$ cat config.mk
export PLATFORM = sky130hd
export DESIGN_NAME = text_term_ctrl
export DESIGN_NICKNAME = d
export VERILOG_FILES = /design/src/rtl/text_term_pkg.sv /design/src/rtl/text_clear_seq.sv /design/src/rtl/text_term_ctrl.sv
export SDC_FILE = /design/constraint.sdc
export NUM_CORES = 1
export LEC_CHECK = 0
export ABC_AREA = 1
export CAP_MARGIN = 40
export CORE_ASPECT_RATIO = 1.2
export CORE_MARGIN = 1.5
export CORE_UTILIZATION = 45
export CTS_BUF_LIST = sky130_fd_sc_hd__clkbuf_2 sky130_fd_sc_hd__clkbuf_4 sky130_fd_sc_hd__clkbuf_8
export DETAILED_ROUTE_END_ITERATION = 8
export DONT_BUFFER_PORTS = 1
export HOLD_SLACK_MARGIN = 0.05
export PLACE_DENSITY = 0.62
export SLEW_MARGIN = 40
export SYNTH_ARGS = -nofsm -noshare
export SYNTH_HDL_FRONTEND = slang
export SYNTH_SLANG_ARGS = --single-unit
export TNS_END_PERCENT = 20
$ cat constraint.sdc
create_clock -name clk -period 3.8 [get_ports clk]
set_clock_uncertainty 0.15 [all_clocks]
set_input_delay 0.76 -clock clk [delete_from_list [all_inputs] [get_ports clk]]
set_output_delay 0.76 -clock clk [all_outputs]
set_load 0.02 [all_outputs]
$ cat src/rtl/text_term_pkg.sv
// Shared constants, control codes, FSM states and address helpers for the
// 80x60 terminal write controller.
package text_term_pkg;

   localparam int COLS   = 80;
   localparam int ROWS   = 60;
   localparam int CELLS  = COLS * ROWS;
   localparam int ADDR_W = 13;
   localparam int ROW_W  = 6;
   localparam int COL_W  = 7;

   localparam logic [7:0] CLEAR_CHAR   = 8'h20;
   localparam logic [7:0] CHR_BS       = 8'h08;
   localparam logic [7:0] CHR_LF       = 8'h0A;
   localparam logic [7:0] CHR_FF       = 8'h0C;
   localparam logic [7:0] CHR_CR       = 8'h0D;
   localparam logic [7:0] CHR_PRINT_LO = 8'h20;
   localparam logic [7:0] CHR_PRINT_HI = 8'h7E;

   localparam logic [ROW_W-1:0] ROW_LAST = ROW_W'(ROWS - 1);
   localparam logic [COL_W-1:0] COL_LAST = COL_W'(COLS - 1);

   typedef enum logic [1:0] {
      ST_IDLE      = 2'd0,
      ST_CLEAR_ROW = 2'd1,
      ST_CLEAR_ALL = 2'd2
   } state_t;

   // row*80 as (row<<6)+(row<<4), avoiding a multiplier.
   function automatic logic [ADDR_W-1:0] row_base(input logic [ROW_W-1:0] row);
      logic [ADDR_W-1:0] r;
      r = {{(ADDR_W-ROW_W){1'b0}}, row};
      return (r << 3'd6) + (r << 3'd4);
   endfunction

   function automatic logic [ADDR_W-1:0] cell_addr(input logic [ROW_W-1:0] row,
                                                   input logic [COL_W-1:0] col);
      return row_base(row) + {{(ADDR_W-COL_W){1'b0}}, col};
   endfunction

   function automatic logic [ROW_W-1:0] row_inc(input logic [ROW_W-1:0] row);
      return (row == ROW_LAST) ? {ROW_W{1'b0}} : row + 6'd1;
   endfunction

endpackage

$ cat src/rtl/text_clear_seq.sv
// Clear address generator: after start, walks base..base+length-1 one address
// per cycle; done flags the final address.
module text_clear_seq
   import text_term_pkg::*;
(
   input  logic              clk,
   input  logic              resetn,
   input  logic              start,
   input  logic [ADDR_W-1:0] base,
   input  logic [ADDR_W-1:0] length,
   output logic [ADDR_W-1:0] addr,
   output logic              busy,
   output logic              done
);

   logic [ADDR_W-1:0] count;
   logic [ADDR_W-1:0] base_hold;
   logic [ADDR_W-1:0] last_idx;

   assign addr = base_hold + count;
   assign done = busy && (count == last_idx);

   // Offset counter; a start always restarts the walk from offset zero.
   always_ff @(posedge clk) begin
      if (!resetn) begin
         busy      <= 1'b0;
         count     <= {ADDR_W{1'b0}};
         base_hold <= {ADDR_W{1'b0}};
         last_idx  <= {ADDR_W{1'b0}};
      end else if (start) begin
         busy      <= 1'b1;
         count     <= {ADDR_W{1'b0}};
         base_hold <= base;
         last_idx  <= length - ADDR_W'(1'b1);
      end else if (busy) begin
         if (count == last_idx) begin
            busy <= 1'b0;
         end else begin
            count <= count + ADDR_W'(1'b1);
         end
      end else begin
         count <= {ADDR_W{1'b0}};
      end
   end

endmodule

$ cat src/rtl/text_term_ctrl.sv
// Terminal-style writer for the 80x60 text buffer: places printable bytes at
// the cursor, handles BS/LF/CR/FF and sequences row and full-screen clears.
module text_term_ctrl
   import text_term_pkg::*;
(
   input  logic              clk,
   input  logic              resetn,
   input  logic [7:0]        rx_data,
   input  logic              rx_valid,
   output logic              rx_ready,
   output logic [ADDR_W-1:0] ascii_address,
   output logic [7:0]        ascii_data,
   output logic              ascii_wr_en,
   output logic [ADDR_W-1:0] cursor
);

   state_t            state;
   logic [ROW_W-1:0]  row;
   logic [COL_W-1:0]  col;
   logic              clr_req;
   logic              drain;

   state_t            next_state;
   logic [ROW_W-1:0]  next_row;
   logic [COL_W-1:0]  next_col;
   logic              byte_wr;
   logic              byte_clr;
   logic [ADDR_W-1:0] byte_addr;
   logic [7:0]        byte_data;

   logic [ADDR_W-1:0] clr_base;
   logic [ADDR_W-1:0] clr_len;
   logic [ADDR_W-1:0] clr_addr;
   logic              clr_busy;
   logic              clr_done;

   assign rx_ready = (state == ST_IDLE) && resetn;
   // The row is already advanced when the clear starts, so it names the new row.
   assign clr_base = (state == ST_CLEAR_ROW) ? row_base(row) : {ADDR_W{1'b0}};
   assign clr_len  = (state == ST_CLEAR_ROW) ? ADDR_W'(COLS) : ADDR_W'(CELLS);

   text_clear_seq u_clear_seq (
      .clk    (clk),
      .resetn (resetn),
      .start  (clr_req),
      .base   (clr_base),
      .length (clr_len),
      .addr   (clr_addr),
      .busy   (clr_busy),
      .done   (clr_done)
   );

   // Effect of the incoming byte on cursor, state and write port.
   always_comb begin
      next_state = ST_IDLE;
      next_row   = row;
      next_col   = col;
      byte_wr    = 1'b0;
      byte_clr   = 1'b0;
      byte_addr  = cell_addr(row, col);
      byte_data  = rx_data;
      if ((rx_data >= CHR_PRINT_LO) && (rx_data <= CHR_PRINT_HI)) begin
         byte_wr = 1'b1;
         if (col == COL_LAST) begin
            next_col   = {COL_W{1'b0}};
            next_row   = row_inc(row);
            next_state = ST_CLEAR_ROW;
            byte_clr   = 1'b1;
         end else begin
            next_col = col + 7'd1;
         end
      end else begin
         case (rx_data)
            CHR_LF: begin
               next_col   = {COL_W{1'b0}};
               next_row   = row_inc(row);
               next_state = ST_CLEAR_ROW;
               byte_clr   = 1'b1;
            end
            CHR_CR: begin
               next_col = {COL_W{1'b0}};
            end
            CHR_BS: begin
               if (col != {COL_W{1'b0}}) begin
                  next_col = col - 7'd1;
               end else if (row != {ROW_W{1'b0}}) begin
                  next_row = row - 6'd1;
                  next_col = COL_LAST;
               end else begin
                  next_col = col;
               end
               byte_wr   = 1'b1;
               byte_data = CLEAR_CHAR;
               byte_addr = cell_addr(next_row, next_col);
            end
            CHR_FF: begin
               next_row   = {ROW_W{1'b0}};
               next_col   = {COL_W{1'b0}};
               next_state = ST_CLEAR_ALL;
               byte_clr   = 1'b1;
            end
            default: begin
               next_state = ST_IDLE;
            end
         endcase
      end
   end

   // Main FSM with registered write port and cursor.
   always_ff @(posedge clk) begin
      if (!resetn) begin
         state         <= ST_CLEAR_ALL;
         row           <= {ROW_W{1'b0}};
         col           <= {COL_W{1'b0}};
         cursor        <= {ADDR_W{1'b0}};
         ascii_wr_en   <= 1'b0;
         ascii_address <= {ADDR_W{1'b0}};
         ascii_data    <= 8'h00;
         clr_req       <= 1'b1;
         drain         <= 1'b0;
      end else begin
         clr_req     <= 1'b0;
         drain       <= 1'b0;
         ascii_wr_en <= 1'b0;
         case (state)
            ST_IDLE: begin
               if (rx_valid) begin
                  state       <= next_state;
                  row         <= next_row;
                  col         <= next_col;
                  cursor      <= cell_addr(next_row, next_col);
                  clr_req     <= byte_clr;
                  ascii_wr_en <= byte_wr;
                  if (byte_wr) begin
                     ascii_address <= byte_addr;
                     ascii_data    <= byte_data;
                  end
               end
            end
            ST_CLEAR_ROW, ST_CLEAR_ALL: begin
               // Leave one cycle after the final write so rx_ready stays low across it.
               if (clr_busy) begin
                  ascii_wr_en   <= 1'b1;
                  ascii_address <= clr_addr;
                  ascii_data    <= CLEAR_CHAR;
                  drain         <= clr_done;
               end else if (drain) begin
                  state <= ST_IDLE;
               end else begin
                  state <= state;
               end
            end
            default: begin
               state   <= ST_CLEAR_ALL;
               row     <= {ROW_W{1'b0}};
               col     <= {COL_W{1'b0}};
               cursor  <= {ADDR_W{1'b0}};
               clr_req <= 1'b1;
            end
         endcase
      end
   end

endmodule

==> results of run 1 <==
-- cell usage in the layout, fill, tap and decap left out, drive strengths merged, types with 2 or more instances in the layout --
master	synthesis	routed
a21oi	97	97
clkinvlp	0	2
o21ai	48	48
a31oi	5	5
nand2	223	223
o21bai	2	2
xor2	16	16
buf	19	46
nor3	8	8
nor4	3	3
fa	7	7
clkbuf	14	9
o21a	3	3
a211oi	2	2
xnor2	4	4
inv	101	105
nand4	20	20
clkinv	4	4
o211ai	8	8
or2	8	8
a21o	3	3
dfxtp	74	74
ha	46	46
nand3	84	84
nor2	66	66
nand3b	2	2
-- flip-flops by register name (all words and copies together) (netlist names) --
name	cells
drain	1
ascii_data	8
u_clear_seq.busy	1
col	3
u_clear_seq.last_idx	3
cursor	13
u_clear_seq.base_hold	9
state	2
u_clear_seq.count	13
ascii_wr_en	1
row	6
clr_req	1
ascii_address	13
-- power by group through the flow --
stage          Sequential, mW  Combinational [mW]  Clock [mW]
3_5_place_dp             1.07               0.927           0
3_3_place_gp             1.07               0.918           0
2_1_floorplan            1.05               0.713           0
6_report                 1.05               0.939       0.682
4_1_cts                  1.05               0.932       0.690
5_1_grt                  1.06                1.06       0.723
-- layer usage --
layer  global-route usage  vias up  wire length, um
li1                     -     2936                -
met1                0.306     2706             7170
met2                0.478      126             8800
met3               0.0408       35              571
met4               0.0890        0              446
met5                    0        -                0
-- metrics by stage --
stage / TNS, ns / hold slack (ns) / area (sq um) / util
2_1_floorplan: 0 / 0.298 / 5770 / -
3_3_place_gp: 0 / 0.309 / 6090 / 0.485
3_5_place_dp: -0.118 / 0.317 / 6090 / 0.485
4_1_cts: 0 / 0.291 / 6300 / 0.502
5_1_grt: -0.0399 / 0.289 / 6400 / 0.510
6_report: 0 / 0.297 / 6400 / 0.510
-- area by class of cell --
class | instances | area [sq um] | area share
tap | 164 | 205 | 0.0321
inverter | 105 | 395 | 0.0618
sequential | 74 | 1490 | 0.233
timing repair buffer | 46 | 345 | 0.0540
clock inverter | 7 | 82.6 | 0.0129
clock buffer | 9 | 124 | 0.0194
multi-input combinational | 660 | 3750 | 0.587
-- logic make-up after synthesis --
kind of cell	count (synthesis)	share of synthesized area
AOI/OAI and AO/OA	173	0.164
xor gates and xnor gates	20	0.0304
adders and majority gates	53	0.124
buffers and inverters	138	0.102
DFF	74	0.257
and+or+nand+nor	414	0.323
-- worst reg2reg max path, stage by stage (launching register included) --
cell	delay [ns]
dfxtp_4	0.38
inv_2	0.08
ha_4	0.16
nand2_4	0.08
nor2_8	0.18
nand2_4	0.11
xor2_2	0.19
buf_4	0.13
buf_4	0.13
fa_1	0.51
fa_1	0.49
nand2_1	0.10
nand2_1	0.05
a21oi_1	0.15
xor2_1	0.09
o211ai_1	0.21
o21ai_0	0.16
a21oi_1	0.16
-- worst max path at each step --
| stage | startpoint | end | slack, ns | depth (start not counted) |
|---|---|---|---|---|
| finish | cursor[1] | ascii_address[9] | 0.24 | 17 |
| global route | cursor[1] | cursor[12] | -0.04 | 23 |
| CTS | cursor[1] | cursor[11] | 0.05 | 17 |
| detailed placement | rx_data[6] | cursor[11] | -0.07 | 19 |
| global placement | rx_data[6] | cursor[11] | 0.07 | 19 |
| floorplan | rx_data[5] | cursor[11] | 0.19 | 22 |
-- repair_timing --
item,4_1_cts,5_1_grt
endpoints found under the hold margin,0,0
hold buffers,0,0
setup buffers,0,5
setup endpoints to repair,0,7
resized for setup,0,22
==> flow_summary_export.csv, run 1 <==
group,metric,value,unit
run_status,status,"complete, no violations",
synthesis,netlist_area,5770,sq um
placed_design,portBuffers,0,
power,switching_share,0.447,
drt,drtPass1Iterations,7,
drt,vias,5803,
timing,tightestPinTransition,0.654,ns
drt,routed_wl,17000,um
power,seq_power_share,0.393,
power,p_int,1.48,mW
critical_path,r2r-start,"cursor[1]",
synthesis,netlist_instances,872,
run,maxCapViolations,0,
synthesis,synth_seq_area_share,0.257,
power,p_comb_frac,0.352,
synthesis,synth_edf_count,0,
synthesis,avgSynthCellArea,6.62,sq um
timing,slew_violations,0,
placed_design,finalWeightedCongestion,0.957,
critical_path,worstPathArrival,3.72,ns
timing,slew_headroom,0.561,
critical_path,crit_path_start_kind,"flop",
critical_path,critPathKind,"flop to flop",
floorplanning,die_y,127,um
power,switchingPower,1.19,mW
clock_tree,clockBufferDepth,2,
finish,diodes,0,
power,report.power.total,2.67,mW
placed_design,dp.cells,1044,
drt,drt_iter0_drc,287,
critical_path,slowest_delay,0.51,ns
power,p_clk_frac,0.255,
critical_path,r2r_slack,0.24,ns
grt,grt_pass1_vias,5703,
critical_path,rr_worst_depth,17,
synthesis,yosysWarnings,0,
finish,fin_cells,1065,
finish,nFillCells,1304,
min_path,hp-start,"resetn",
clock_tree,cts_htree_levels,3,
grt,grt_pass1_wl,28000,um
timing,hold_violations,0,
synthesis,synthArstFlopShare,0,
min_path,holdPathStages,1,
synthesis,syn_nets,936,
synthesis,ys_top_cells_by_area,"dfxtp_1 26%, nand2_1 14%, ha_1 10%",
finish,drive_above_1_share,0.125,
min_path,hp-class,"input port to flop",
grt,antenna_found_initial,0,
finish,final_nets,960,
grt,globalRoute.totalOverflow,0,
synthesis,synth_top_area_cell,"dfxtp_1",
critical_path,cp-end-kind,"flop",
synthesis,synth_top_area_frac,0.257,
synthesis,ys_top_cells_by_count,"213 x nand2_1, 97 x inv_1, 95 x a21oi_1",
drt,remaining_drc_errors,0,
synthesis,synth_cell_types,44,
critical_path,cp_slowest_cell,"fa_1",
floorplanning,die_w,106,um
floorplanning,ioPinCount,47,
critical_path,r2r-end,"ascii_address[9]",
clock_tree,cts_tree,"done",
finish,area_growth,10.9,%
critical_path,path_cells,"inv_2 > ha_4 > nand2_4 > nor2_8 > nand2_4 > xor2_2 > buf_4 > buf_4 > fa_1 > fa_1 > nand2_1 > nand2_1 > a21oi_1 > xor2_1 > o211ai_1 > o21ai_0 > a21oi_1",
critical_path,required,3.96,ns
critical_path,path_buf_inv,3,
drt,detail_route.vias_per_cell,5.45,
floorplanning,rows,45,
power,ir_drop,0.000263,V
drt,antenna_violating_nets_post_route,0,
synthesis,synth_ff_type,"dfxtp_1",
drt,wire_per_inst,16.0,um
synthesis,synth_most_common_cell,"nand2_1",
critical_path,critPathTopFamily,"adder cells",
clock_tree,cts_made_buffers,9,
floorplanning,core_area,12600,sq um
clock_tree,clockRootBuffer,"clkbuf_8",
clock_tree,clock-sinks,74,
power,power.leakage,2.93,nW
grt,grt_max_degree,24,
floorplanning,die_area,13500,sq um
timing,period_needed,3.56,ns
timing,setup_viol,0,
timing,fin_ws,0.241,ns
floorplanning,floorplan.initialDensity,0.460,
timing,max_freq,281,MHz
placed_design,place_hpwl,13500,um
clock_tree,worstSkewPairLatency,0.38,ns
timing,fin_crit_sh,0.937,
grt,grt_usage,0.261,
clock_tree,path_clk_slew,0.09,ns
power,p_per_area,417,nW/um^2
placed_design,pre_cts_ws,-0.0689,ns
synthesis,synth-seq-cells,74,
critical_path,cp_max_fo,7,
min_path,whs_endpoint,"state[1]",
Note: power is estimated with default switching activity, not from simulation.
==> inputs of run 2 (changes only) <==
--- a/config.mk
+++ b/config.mk
@@ -5,7 +5,6 @@
 export SDC_FILE = /design/constraint.sdc
 export NUM_CORES = 1
 export LEC_CHECK = 0
-export ABC_AREA = 1
 export CAP_MARGIN = 40
 export CORE_ASPECT_RATIO = 1.2
 export CORE_MARGIN = 1.5
==> run 2 against run 1 <==
Highest routed layer unchanged. Final area up 8.8%. Core utilization up 6.8 points. Setup slack lost 0.30 ns. Cell count fell by 11%. Critical path depth down 1. Synthesized cell count is 18% lower. Combinational power down 49%. Via count down 2.1%. Clock power fell by 9.7%. The flow now finishes with violations (negative setup slack). Die area shrank 3.5%. Clock-buffer cell count grew 1.
==> flow_summary_export.csv, run 2 <==
group,metric,value,unit
drt,wire_per_inst,18.3,um
synthesis,synth_ff_type,"dfxtp_1",
critical_path,critPathKind,"flop to flop",
floorplanning,rows,44,
min_path,whs_endpoint,"state[1]",
synthesis,synth_top_area_frac,0.266,
synthesis,synth_cell_types,71,
critical_path,worstPathArrival,3.96,ns
critical_path,rr_worst_depth,16,
placed_design,finalWeightedCongestion,1.03,
drt,antenna_violating_nets_post_route,0,
timing,slew_violations,0,
drt,drt_iter0_drc,339,
timing,slew_headroom,0.539,
drt,remaining_drc_errors,0,
min_path,hp-start,"resetn",
timing,grt_setup_unrepaired,"yes",
critical_path,r2r-start,"cursor[0]",
critical_path,critPathTopFamily,"simple AND/OR/NAND/NOR gates",
finish,final_common_cell,"buf_4",
placed_design,pre_cts_ws,-0.214,ns
clock_tree,cts_htree_levels,3,
finish,drive_above_1_share,0.238,
critical_path,r2r-end,"ascii_address[11]",
timing,fin_ws,-0.0609,ns
floorplanning,die_w,105,um
clock_tree,clock-sinks,74,
clock_tree,cts_made_buffers,9,
drt,vias,5680,
drt,routed_wl,17400,um
grt,grt_usage,0.274,
run_status,violations,"negative setup slack",
critical_path,cp_max_fo,7,
synthesis,synth-seq-cells,74,
synthesis,synth_top_area_cell,"dfxtp_1",
grt,globalRoute.totalOverflow,0,
finish,nFillCells,1104,
power,p_per_area,288,nW/um^2
finish,layout_common_cells,"101 x buf_4, 80 x nor2_1, 70 x dfxtp_1, 58 x nand2_1, 47 x a21oi_1",
clock_tree,path_clk_slew,0.09,ns
synthesis,synth_edf_count,0,
critical_path,slowest_delay,0.56,ns
synthesis,syn_nets,782,
finish,largestRegisters,"ascii_address: 13 flops, cursor: 13 flops, u_clear_seq.count: 13 flops",
power,power.leakage,2.85,nW
critical_path,crit_path_start_kind,"flop",
drt,drtPass1Iterations,6,
synthesis,avgSynthCellArea,7.75,sq um
grt,antenna_found_initial,0,
critical_path,cp_slowest_cell,"or4b_4",
finish,area_growth,25.0,%
synthesis,netlist_area,5570,sq um
timing,fin_crit_sh,1.02,
timing,period_needed,3.86,ns
synthesis,yosysWarnings,0,
min_path,holdPathStages,1,
floorplanning,die_area,13000,sq um
power,report.power.total,2.00,mW
timing,tightestPinTransition,0.685,ns
grt,grt_pass1_vias,5679,
critical_path,path_buf_inv,1,
placed_design,portBuffers,0,
power,ir_drop,0.000183,V
grt,grt_pass1_wl,28300,um
synthesis,ys_top_cells_by_count,"82 x nor2_1, 74 x dfxtp_1, 61 x nand2_1",
floorplanning,die_y,125,um
min_path,hp-class,"input port to flop",
finish,diodes,0,
clock_tree,clockRootBuffer,"clkbuf_8",
critical_path,required,3.90,ns
synthesis,netlist_instances,718,
clock_tree,clockBufferDepth,2,
floorplanning,floorplan.initialDensity,0.462,
synthesis,synthArstFlopShare,0,
floorplanning,core_area,12100,sq um
finish,final_nets,850,
finish,finalCoreUtilization,0.577,
critical_path,r2r_slack,-0.06,ns
timing,setup_viol,4,
clock_tree,cts_tree,"done",
floorplanning,ioPinCount,47,
run,maxCapViolations,0,
critical_path,cp-end-kind,"flop",
synthesis,synth_most_common_cell,"nor2_1",
drt,detail_route.vias_per_cell,5.97,
run_status,status,"complete, but fails checks",
synthesis,ys_top_cells_by_area,"dfxtp_1 27%, ha_1 10%, nor2_1 5.5%",
timing,max_freq,259,MHz
timing,hold_violations,0,
placed_design,place_hpwl,13400,um
timing,fin_tns_setup,-0.128,ns
grt,grt_max_degree,46,
critical_path,path_cells,"inv_4 > ha_4 > or4b_4 > nor3_4 > nand2b_4 > nand2_2 > o21ai_2 > ha_1 > ha_4 > fa_2 > a211oi_2 > o21a_1 > nor3_1 > mux2_4 > a2111oi_4 > nor3_1",
clock_tree,worstSkewPairLatency,0.39,ns
synthesis,synth_seq_area_share,0.266,
## run 2: cell count changes after synthesis, sizes merged, moves of 17 or more
cell    delta
a211oi    +17
a21oi     -42
nand3     -56
inv       -67
clkbuf    +26
nand2    -162
## run 2: area by class of cell
cell class / count / area, sq um / area share
Clock buffer: 10 / 138 / 0.0198
Clock inverter: 6 / 50.0 / 0.00719
Inverter: 34 / 130 / 0.0187
Multi-Input combinational cell: 563 / 4150 / 0.596
Sequential cell: 74 / 1490 / 0.214
Tap cell: 161 / 201 / 0.0290
Timing Repair Buffer: 104 / 801 / 0.115
## run 2: routing by layer
metal,up-vias,wire length [um],GRT usage,share of wire
li1,2746,-,-,-
met1,2716,6950,0.308,0.40
met2,163,8890,0.488,0.51
met3,55,749,0.0335,0.043
met4,0,850,0.169,0.049
met5,-,0,0,0
## run 2: worst max-delay path by stage
stage	startpoint	cells past startpoint	slack, ns	endpoint
final	cursor[0]	16	-0.06	ascii_address[11]
after detailed placement	rx_data[5]	14	-0.21	cursor[12]
after global routing	cursor[1]	18	-0.27	cursor[12]
after CTS	cursor[1]	16	-0.05	ascii_address[11]
after global placement	cursor[1]	17	-0.17	cursor[11]
after floorplan	cursor[0]	19	-0.06	cursor[11]
## run 2: cells by family after synthesis
family,count (synthesis),synth area share
muxes,8,0.0151
adders and majority gates,53,0.129
and+or+nand+nor,257,0.220
buffers and inverters,81,0.0591
xor gates and xnor gates,35,0.0551
AOI/OAI and AO/OA,210,0.256
DFF,74,0.266
## run 2: where the power goes
group          leakage (nW)  internal (mW)  switching, mW  total (mW)
sequential            0.602          0.823         0.0816       0.905
combinational          2.17          0.179          0.303       0.482
clock                0.0831          0.261          0.355       0.616
## run 2: through the flow
stage	std cells	hold slack (ns)	instance area (sq um)
global placement	926	0.311	6480
detailed placement	926	0.324	6480
floorplan	718	0.295	5830
CTS	945	0.309	6750
global route	952	0.321	6960
finish	952	0.325	6960
## run 2: what timing repair did
item / in CTS / in global routing
pin swaps: 13 / 14
buffers inserted: 3 / 7
cloned: 0 / 0
gates resized for setup: 19 / 22
setup endpoints to repair: 8 / 10
hold buffers: 0 / 0
endpoints found under the hold margin: 0 / 0
